===== src/rtl/lsu_pkg.sv =====
// Shared types and lane helpers for the LemonPC load/store writeback stage.
// funct3 encodings, FSM state enum, access-size decode and byte-lane helpers.
package lsu_pkg;

  localparam logic [2:0] F3_B  = 3'b000;
  localparam logic [2:0] F3_H  = 3'b001;
  localparam logic [2:0] F3_W  = 3'b010;
  localparam logic [2:0] F3_BU = 3'b100;
  localparam logic [2:0] F3_HU = 3'b101;

  typedef enum logic [1:0] {
    ST_IDLE = 2'd0,
    ST_REQ  = 2'd1,
    ST_WAIT = 2'd2,
    ST_WB   = 2'd3
  } lsu_state_t;

  typedef enum logic [1:0] {
    SZ_B = 2'd0,
    SZ_H = 2'd1,
    SZ_W = 2'd2
  } mem_size_t;

  // Undefined funct3 encodings fall back to word size; stores have no unsigned forms.
  function automatic mem_size_t mem_size(input logic [2:0] f3, input logic is_store);
    mem_size_t sz;
    if (is_store) begin
      case (f3)
        F3_B:    sz = SZ_B;
        F3_H:    sz = SZ_H;
        default: sz = SZ_W;
      endcase
    end else begin
      case (f3)
        F3_B, F3_BU: sz = SZ_B;
        F3_H, F3_HU: sz = SZ_H;
        default:     sz = SZ_W;
      endcase
    end
    return sz;
  endfunction

  function automatic logic [31:0] align_addr(input logic [31:0] addr, input mem_size_t sz);
    logic [31:0] res;
    case (sz)
      SZ_B:    res = addr;
      SZ_H:    res = {addr[31:1], 1'b0};
      default: res = {addr[31:2], 2'b00};
    endcase
    return res;
  endfunction

  function automatic logic [3:0] lane_strobe(input mem_size_t sz, input logic [1:0] off);
    logic [3:0] res;
    case (sz)
      SZ_B:    res = 4'b0001 << off;
      SZ_H:    res = 4'b0011 << off;
      default: res = 4'b1111;
    endcase
    return res;
  endfunction

  function automatic logic [31:0] replicate(input mem_size_t sz, input logic [31:0] data);
    logic [31:0] res;
    case (sz)
      SZ_B:    res = {4{data[7:0]}};
      SZ_H:    res = {2{data[15:0]}};
      default: res = data;
    endcase
    return res;
  endfunction

endpackage


===== src/rtl/load_extend.sv =====
// Load data alignment: shifts the addressed lane down and sign/zero-extends it.
module load_extend
  import lsu_pkg::*;
(
  input  logic [31:0] rdata,
  input  logic [1:0]  addr_lo,
  input  logic [2:0]  funct3,
  output logic [31:0] result
);

  logic [31:0] shifted_s;

  // Lane shift then size-dependent extension; word and undefined encodings pass through.
  always_comb begin
    shifted_s = rdata >> {addr_lo, 3'b000};
    case (funct3)
      F3_B:    result = {{24{shifted_s[7]}}, shifted_s[7:0]};
      F3_H:    result = {{16{shifted_s[15]}}, shifted_s[15:0]};
      F3_BU:   result = {24'h000000, shifted_s[7:0]};
      F3_HU:   result = {16'h0000, shifted_s[15:0]};
      default: result = shifted_s;
    endcase
  end

endmodule


===== src/rtl/lsu_writeback.sv =====
// Memory-access and writeback stage: one instruction at a time, IDLE/REQ/WAIT/WB.
// Optional LSU_MISALIGN_TRAP_EN traps misaligned H/W accesses instead of aligning them.
module lsu_writeback
  import lsu_pkg::*;
#(
  parameter int DATA_WIDTH = 32,
  parameter int ADDR_WIDTH = 5
) (
  input  logic                  clk,
  input  logic                  rst,
  input  logic                  in_valid,
  output logic                  in_ready,
  input  logic                  in_load,
  input  logic                  in_store,
  input  logic [2:0]            in_funct3,
  input  logic [DATA_WIDTH-1:0] in_addr,
  input  logic [DATA_WIDTH-1:0] in_wdata,
  input  logic [DATA_WIDTH-1:0] in_alu_result,
  input  logic [ADDR_WIDTH-1:0] in_rd,
  input  logic                  in_rf_wen,
  output logic                  mem_req_valid,
  input  logic                  mem_req_ready,
  output logic [DATA_WIDTH-1:0] mem_req_addr,
  output logic                  mem_req_wen,
  output logic [3:0]            mem_req_wstrb,
  output logic [DATA_WIDTH-1:0] mem_req_wdata,
  input  logic                  mem_resp_valid,
  input  logic [DATA_WIDTH-1:0] mem_resp_rdata,
  output logic                  rf_wen,
  output logic [ADDR_WIDTH-1:0] rf_rd,
  output logic [DATA_WIDTH-1:0] rf_dataD,
  output logic                  exc_misaligned
);

  lsu_state_t            state_r, state_next_s;
  logic                  load_r, store_r, wen_r;
  logic [2:0]            f3_r;
  logic [DATA_WIDTH-1:0] addr_r, wdata_r, wb_data_r, ext_s;
  logic [3:0]            wstrb_r;
  logic [ADDR_WIDTH-1:0] rd_r;
  mem_size_t             size_s;
  logic [DATA_WIDTH-1:0] aligned_addr_s;
  logic                  is_mem_s, misalign_s;

  assign is_mem_s       = in_load | in_store;
  assign size_s         = mem_size(in_funct3, in_store);
  assign aligned_addr_s = align_addr(in_addr, size_s);
`ifdef LSU_MISALIGN_TRAP_EN
  logic exc_r;
  assign misalign_s     = is_mem_s & (aligned_addr_s[1:0] != in_addr[1:0]);
  assign exc_misaligned = (state_r == ST_WB) & exc_r;
`else
  assign misalign_s     = 1'b0;
  assign exc_misaligned = 1'b0;
`endif

  load_extend u_load_extend (
    .rdata   (mem_resp_rdata),
    .addr_lo (addr_r[1:0]),
    .funct3  (f3_r),
    .result  (ext_s)
  );

  // State register.
  always_ff @(posedge clk) begin
    if (rst) begin
      state_r <= ST_IDLE;
    end else begin
      state_r <= state_next_s;
    end
  end

  // Next-state logic; a trapped access reuses WB as its one-cycle pulse state.
  always_comb begin
    state_next_s = state_r;
    case (state_r)
      ST_IDLE: begin
        if (in_valid) begin
          if (is_mem_s && !misalign_s) state_next_s = ST_REQ;
          else                         state_next_s = ST_WB;
        end else begin
          state_next_s = ST_IDLE;
        end
      end
      ST_REQ: begin
        if (mem_req_ready) state_next_s = ST_WAIT;
        else               state_next_s = ST_REQ;
      end
      ST_WAIT: begin
        if (mem_resp_valid) state_next_s = load_r ? ST_WB : ST_IDLE;
        else                state_next_s = ST_WAIT;
      end
      ST_WB:   state_next_s = ST_IDLE;
      default: state_next_s = ST_IDLE;
    endcase
  end

  // Instruction latch at accept and load-data capture on the response.
  always_ff @(posedge clk) begin
    if (rst) begin
      load_r    <= 1'b0;
      store_r   <= 1'b0;
      wen_r     <= 1'b0;
      f3_r      <= 3'b000;
      addr_r    <= '0;
      wdata_r   <= '0;
      wstrb_r   <= 4'b0000;
      rd_r      <= '0;
      wb_data_r <= '0;
`ifdef LSU_MISALIGN_TRAP_EN
      exc_r     <= 1'b0;
`endif
    end else begin
      case (state_r)
        ST_IDLE: begin
          if (in_valid) begin
            load_r    <= in_load;
            store_r   <= in_store;
            wen_r     <= in_rf_wen & (in_rd != '0) & ~in_store & ~misalign_s;
            f3_r      <= in_funct3;
            addr_r    <= aligned_addr_s;
            wstrb_r   <= in_store ? lane_strobe(size_s, aligned_addr_s[1:0]) : 4'b0000;
            wdata_r   <= in_store ? replicate(size_s, in_wdata) : '0;
            rd_r      <= in_rd;
            wb_data_r <= in_alu_result;
`ifdef LSU_MISALIGN_TRAP_EN
            exc_r     <= misalign_s;
`endif
          end
        end
        ST_WAIT: begin
          if (mem_resp_valid && load_r) wb_data_r <= ext_s;
        end
        default: ;
      endcase
    end
  end

  assign in_ready      = (state_r == ST_IDLE);
  assign mem_req_valid = (state_r == ST_REQ);
  assign mem_req_addr  = {addr_r[DATA_WIDTH-1:2], 2'b00};
  assign mem_req_wen   = store_r;
  assign mem_req_wstrb = wstrb_r;
  assign mem_req_wdata = wdata_r;
  assign rf_wen        = (state_r == ST_WB) & wen_r;
  assign rf_rd         = rd_r;
  assign rf_dataD      = wb_data_r;

endmodule


===== config.mk =====
export PLATFORM = sky130hd
export DESIGN_NAME = lsu_writeback
export DESIGN_NICKNAME = d
export VERILOG_FILES = /design/src/rtl/lsu_pkg.sv /design/src/rtl/load_extend.sv /design/src/rtl/lsu_writeback.sv
export SDC_FILE = /design/constraint.sdc
export NUM_CORES = 1
export LEC_CHECK = 0
export BUFFER_PORTS_ARGS = -buffer_cell sky130_fd_sc_hd__buf_2
export CAP_MARGIN = 20
export CORE_MARGIN = 5
export CORE_UTILIZATION = 50
export DETAILED_ROUTE_END_ITERATION = 7
export GPL_TIMING_DRIVEN = 0
export MAX_ROUTING_LAYER = met4
export PLACE_DENSITY = 0.88
export SLEW_MARGIN = 20
export SYNTH_ARGS = -nofsm -noshare
export SYNTH_HDL_FRONTEND = slang
export SYNTH_SLANG_ARGS = --single-unit

===== constraint.sdc =====
create_clock -name clk -period 3.2 [get_ports clk]
set_input_delay 0.64 -clock clk [delete_from_list [all_inputs] [get_ports clk]]
set_output_delay 0.64 -clock clk [all_outputs]
set_load 0.02 [all_outputs]

==> results.py, run 1 <==
metrics = {
    "global_route": {
        "use_met3_pct": 5.67,
        "gr-usage-met1_pct": 35.3,
        "use_met2_pct": 46.4,
        "grt_most_used_layer": "met2",
        "grt_pass1_vias": 5642,
        "overflow": 0,
        "antenna_found_initial": 0,
        "grt_first_pass_wirelength_um": 28500,
        "grt_max_degree": 17,
        "grt_usage_pct": 28.6,
    },
    "power_and_ir_drop": {
        "p_comb_share_pct": 20.1,
        "netSwitchingFraction_pct": 29.3,
        "p_clk_share_pct": 41.5,
        "vdd_drop_max_v": 0.000326,
        "leakage_nw": 3.32,
        "power.total_mw": 4.08,
        "cellPowerDensity_nw_per_um2": 560,
        "power.switching_mw": 1.20,
        "p_int_mw": 2.88,
        "p_seq_share_pct": 38.4,
    },
    "setup_path": {
        "required_ps": 2560,
        "cp-start-kind": "register",
        "max_stage_delay_ps": 460,
        "path_cells": "nor2b_1 > buf_2",
        "crit_path_top_delay_cell": "dfxtp_1",
        "worstPathArrival_ps": 1450,
        "critPathMaxFanout": 8,
        "cp-end-kind": "output port",
        "critical_path_class": "register to output port",
    },
    "status": {
        "status": "complete, no violations",
    },
    "detailed_routing": {
        "drt_pass1_iterations": 5,
        "drtIter0Drc": 537,
        "wl_per_cell_um": 17.4,
        "wirelength_um": 18600,
        "route.detailed.drc": 0,
        "routed_via_density": 5.43,
        "vias": 5809,
        "ant_nets": 0,
    },
    "clock_network": {
        "root_buffer": "clkbuf_8",
        "clkTransAtPathRegs_ps": 60,
        "cts_tree": "yes",
        "cts.sinks": 113,
        "htreeDepth": 4,
        "clock_latency_ps": 500,
        "cts_setup_buffers": 0,
        "cts.hold.buffers_added": 0,
        "numCtsBuffers": 17,
        "cts_resized": 0,
        "clockBufferDepth": 2,
    },
    "timing": {
        "period_share_pct": 65.2,
        "finalClockSkew_ps": 10.7,
        "relSlewSlack_pct": 52.2,
        "finalSetupTns_ps": 0,
        "rsz0062_at_grt": "false",
        "tightest_slew_ps": 717,
        "slew_violations": 0,
        "setup-violations-final": 0,
        "achievable-frequency_mhz": 480,
        "period_minus_slack_ps": 2090,
        "hold_viol_final": 0,
    },
    "synthesis": {
        "syn_area_per_cell_um2": 8.18,
        "synth_area_um2": 5320,
        "synth_edf_count": 0,
        "synth-seq-cells": 113,
        "synthCells": 651,
        "ys_types": 44,
        "synth-async-reset-ratio_pct": 0,
        "yosysSeqAreaShare_pct": 42.5,
        "yosysWarnings": 0,
        "ys.flop_type": "dfxtp_1",
    },
    "floorplan": {
        "initial_utilization_pct": 51.3,
        "die_h_um": 113,
        "dieArea_um2": 12800,
        "row_count": 37,
        "io_pins": 254,
        "coreArea_um2": 10400,
        "dieWidth_um": 113,
    },
    "cells_and_area": {
        "antenna_cells": 0,
        "synthToLayoutAreaGrowth_pct": 36.8,
        "fin_area_um2": 7280,
        "post-route-util_pct": 70.2,
        "nets": 1065,
        "drive_above_1_share_pct": 37.7,
    },
    "place": {
        "gp_congestion": 0.937,
        "port_buffers": 249,
        "post_dp_cell_area_um2": 6750,
        "hpwl_um": 14500,
    },
    "min_path": {
        "min_path_type": "input port to register",
    },
    "run": {
        "cap_violations": 0,
    },
}
sequential cells by signal, indices dropped and copies added, names as in the netlist:
register / count
addr_r: 32
mem_req_wdata: 32
rf_dataD: 32
rf_rd: 5
mem_req_wstrb: 4
f3_r: 3
state_r: 2
load_r: 1
mem_req_wen: 1
wen_r: 1
power by group through the flow:
stage          clock, mW  combinational (mW)  sequential (mW)
2_1_floorplan          0               0.414             1.67
3_3_place_gp           0               0.798             1.59
3_5_place_dp           0               0.809             1.60
4_1_cts             1.71               0.813             1.57
5_1_grt             1.78               0.885             1.58
6_report            1.69               0.818             1.57
cells in the mapped netlist, drive strengths merged (2+ instances only):
cell type | instances | area, um2
nor3b | 3 | 38.8
o221ai | 8 | 70.1
o22ai | 16 | 100
nor2b | 6 | 37.5
a211oi | 17 | 133
buf | 60 | 387
and2 | 2 | 12.5
o32ai | 8 | 70.1
a21oi | 70 | 350
o211ai | 15 | 113
o21ai | 21 | 105
nor2 | 26 | 97.6
inv | 9 | 33.8
a22oi | 12 | 90.1
mux2i | 24 | 240
nand3 | 10 | 50.1
dfxtp | 113 | 2260
nand2 | 161 | 607
mux4 | 2 | 45.0
nor3 | 2 | 10.0
a311oi | 8 | 70.1
mux2 | 15 | 169
nand2b | 5 | 31.3
clkbuf | 26 | 98.8
metal layers:
layer / wire, um / vias up
met5: 0 / -
met4: 444 / 0
met3: 1400 / 41
met2: 9060 / 280
met1: 7650 / 2706
li1: - / 2782
layout make-up:
type / instances / area [um2]
clock inverter: 11 / 90.1
timing repair buffer: 249 / 1250
sequential: 113 / 2260
inverter: 9 / 33.8
multi-input combinational: 445 / 2550
buffer: 86 / 485
tap: 136 / 170
fill: 884 / 3090
clock buffer: 20 / 445
kinds of logic (layout without fill, tap and decap cells):
logic type	after synthesis	after routing	share of synthesized area [%]
AND/OR/NAND/NOR	221	221	17.5
AO/OA/AOI/OAI	180	180	21.7
flip-flops	113	113	42.5
buffers and inverters	95	375	9.75
multiplexers	41	41	8.53
other	1	3	0.0704
cell usage in the layout (no fill, tap or decap), types with 10 or more instances in the layout:
cell type | Yosys | layout
o21ai_0 | 21 | 21
mux2_2 | 15 | 15
buf_2 | 12 | 261
clkbuf_1 | 25 | 26
buf_4 | 37 | 37
o22ai_1 | 16 | 16
nand2_1 | 160 | 160
a22oi_1 | 12 | 12
nor2_1 | 26 | 26
dfxtp_1 | 113 | 113
clkbuf_16 | 0 | 16
nand3_1 | 10 | 10
buf_1 | 10 | 10
a21oi_1 | 70 | 70
o211ai_1 | 15 | 15
a211oi_1 | 16 | 16
mux2i_1 | 24 | 24
critical path: cells and delay by family (launching register included):
kind	cells	cell delay, ps
buf+inv	1	220
flops	1	460
simple gates	1	270
stage by stage:
step	hold slack, ps	instances	setup slack (ps)
global placement	432	1038	924
floorplan	427	653	1280
CTS	370	1069	1130
detailed placement	443	1038	933
global route	379	1069	1040
finish	386	1069	1110
final timing paths:
path	startpoint	end	slack (ps)	cells after the start
worst min register to register	mem_req_wdata[26]	mem_req_wdata[26]	450	2
worst min-delay path	in_addr[20]	addr_r[20]	390	3
worst max register to register	state_r[1]	rf_dataD[7]	1240	5
worst max-delay path	state_r[0]	mem_req_valid	1110	2
(Power assumes the default switching activity.)
==> inputs of run 2 (changes only) <==
--- a/config.mk
+++ b/config.mk
@@ -8,11 +8,11 @@
 export BUFFER_PORTS_ARGS = -buffer_cell sky130_fd_sc_hd__buf_2
 export CAP_MARGIN = 20
 export CORE_MARGIN = 5
-export CORE_UTILIZATION = 50
+export CORE_UTILIZATION = 42
 export DETAILED_ROUTE_END_ITERATION = 7
 export GPL_TIMING_DRIVEN = 0
 export MAX_ROUTING_LAYER = met4
-export PLACE_DENSITY = 0.88
+export PLACE_DENSITY = 0.79
 export SLEW_MARGIN = 20
 export SYNTH_ARGS = -nofsm -noshare
 export SYNTH_HDL_FRONTEND = slang
==> constraint.sdc (replaced) <==
create_clock -name clk -period 1.7 [get_ports clk]
set_input_delay 0.34 -clock clk [delete_from_list [all_inputs] [get_ports clk]]
set_output_delay 0.34 -clock clk [all_outputs]
set_load 0.02 [all_outputs]
==> run 2 against run 1 <==
Against the previous run: the flow now finishes with violations (setup timing); sequential share of layout area down 1.3 points; sequential cell count unchanged; power up 98%; final cell count up 4.2%; largest power group unchanged.
==> results.py, run 2 (synthesized netlist as in run 1, its figures left out) <==
metrics = {
    "timing": {
        "rsz0062_at_grt": "true",
        "setup-violations-final": 15,
        "hold_viol_final": 0,
        "slew_violations": 0,
        "finalClockSkew_ps": 6.20,
        "fin_ws_ps": -43.1,
        "tightest_slew_ps": 715,
        "hold_slack_ps": 159,
        "achievable-frequency_mhz": 574,
        "period_minus_slack_ps": 1740,
        "relSlewSlack_pct": 52.3,
        "period_share_pct": 103,
    },
    "cells_and_area": {
        "post-route-util_pct": 60.9,
        "seq_area_um2": 2270,
        "n_fill_cell": 1185,
        "drive_above_1_share_pct": 41.6,
        "multi_input_area_um2": 2640,
        "synthToLayoutAreaGrowth_pct": 43.1,
        "antenna_cells": 0,
        "layout_commonest_cell": "buf_2",
        "layout_common_cells": "buf_2, nand2_1, dfxtp_1",
        "fin_area_um2": 7620,
        "nets": 1073,
    },
    "global_route": {
        "use_met3_pct": 6.91,
        "overflow": 0,
        "grt_most_used_layer": "met2",
        "grt_max_degree": 17,
        "gr-usage-met1_pct": 30.3,
        "use_met2_pct": 40.3,
        "grt_pass1_vias": 5525,
        "grt_usage_pct": 25.3,
        "antenna_found_initial": 0,
        "grt_first_pass_wirelength_um": 28400,
    },
    "detailed_routing": {
        "ant_nets": 0,
        "route.detailed.drc": 0,
        "wl_per_cell_um": 17.0,
        "drtIter0Drc": 313,
        "routed_via_density": 5.17,
        "vias": 5755,
        "drt_pass1_iterations": 5,
        "wirelength_um": 18900,
    },
    "clock_network": {
        "cts.hold.buffers_added": 0,
        "cts_tree": "yes",
        "cts.sinks": 113,
        "root_buffer": "clkbuf_16",
        "htreeDepth": 4,
        "clock_latency_ps": 410,
        "clockBufferDepth": 2,
        "clkTransAtPathRegs_ps": 60,
        "numCtsBuffers": 17,
    },
    "setup_path": {
        "cp-end-kind": "register",
        "r2r_start": "addr_r[1]",
        "startpoint": "addr_r[1]",
        "worstPathArrival_ps": 2010,
        "critPathMaxFanout": 5,
        "r2r_cells": 5,
        "r2r_slack_ps": -40,
        "required_ps": 1970,
        "critical_path_class": "register to register",
        "cp-start-kind": "register",
    },
    "min_path": {
        "worstHoldStart": "in_addr[29]",
        "min_path_cells": 3,
        "min_path_type": "input port to register",
    },
    "floorplan": {
        "dieArea_um2": 15000,
        "row_count": 41,
        "coreArea_um2": 12500,
        "die_h_um": 123,
        "initial_utilization_pct": 42.5,
        "io_pins": 254,
        "dieWidth_um": 123,
    },
    "place": {
        "gp_congestion": 0.944,
        "post_dp_cell_area_um2": 6790,
        "hpwl_um": 14500,
        "dp_slack_ps": -402,
        "port_buffers": 249,
    },
    "power_and_ir_drop": {
        "netSwitchingFraction_pct": 29.2,
        "power.total_mw": 8.09,
        "leakage_nw": 3.46,
        "cellPowerDensity_nw_per_um2": 1060,
        "p_clk_share_pct": 43.5,
        "vdd_drop_max_v": 0.000586,
        "power.switching_mw": 2.36,
        "p_comb_share_pct": 20.0,
        "p_seq_share_pct": 36.5,
        "p_int_mw": 5.73,
    },
    "status": {
        "violations": "setup timing",
        "status": "finished, violations left",
    },
    "run": {
        "cap_violations": 0,
    },
}
==> run 2: cell types whose count changed in the layout (fill, tap and decap cells not counted), sizes merged <==
| cell | before | now |
|---|---|---|
| buf | 309 | 317 |
| bufinv | 1 | 2 |
| clkbuf | 46 | 45 |
| inv | 9 | 10 |
==> run 2: repair_timing <==
action	4_1_cts	5_1_grt
hold endpoints to repair	0	0
endpoints found under the setup margin	61	60
gates resized for setup	15	39
pin swaps	1	7
setup buffers	4	5
cloned	1	0
==> run 2: path summary, 6_finish.rpt <==
| kind | endpoint |
|---|---|
| max | rf_dataD[18] |
| min | addr_r[29] |
| max reg2reg | rf_dataD[18] |
| min reg2reg | addr_r[29] |
==> run 2: power groups by stage <==
stage,logic [mW],registers [mW],clock network [mW]
after floorplan,0.779,3.15,0
after global placement,1.52,3.00,0
after detailed placement,1.53,3.00,0
after CTS,1.55,2.95,3.56
after global routing,1.75,2.98,3.69
final,1.62,2.95,3.52
==> run 2: critical path, stage by stage (launching register included) <==
cell and delay (ps):
dfxtp_2 350, mux4_2 480, or2_1 250, a31oi_4 280, buf_4 190, a211oi_1 60
==> run 2: layout make-up <==
cell class                      count  area share (%)
Clock buffer                       19            5.95
Timing Repair Buffer              259            17.6
Tap cell                          172            2.82
Inverter                            9           0.443
Sequential cell                   113            29.8
Clock inverter                     13            1.79
Multi-Input combinational cell    445            34.7
Buffer                             84            6.96
==> run 2: metal layers <==
layer,up-vias,wire length [um]
li1,2802,-
met1,2662,7860
met2,250,8940
met3,41,1560
met4,0,546
met5,-,0
==> run 2: stage by stage <==
stage / setup TNS (ps) / cells
after CTS: -241 / 1109
final: -529 / 1114
after global placement: -17550 / 1074
after detailed placement: -19360 / 1074
after global routing: -1800 / 1114
after floorplan: 0 / 653
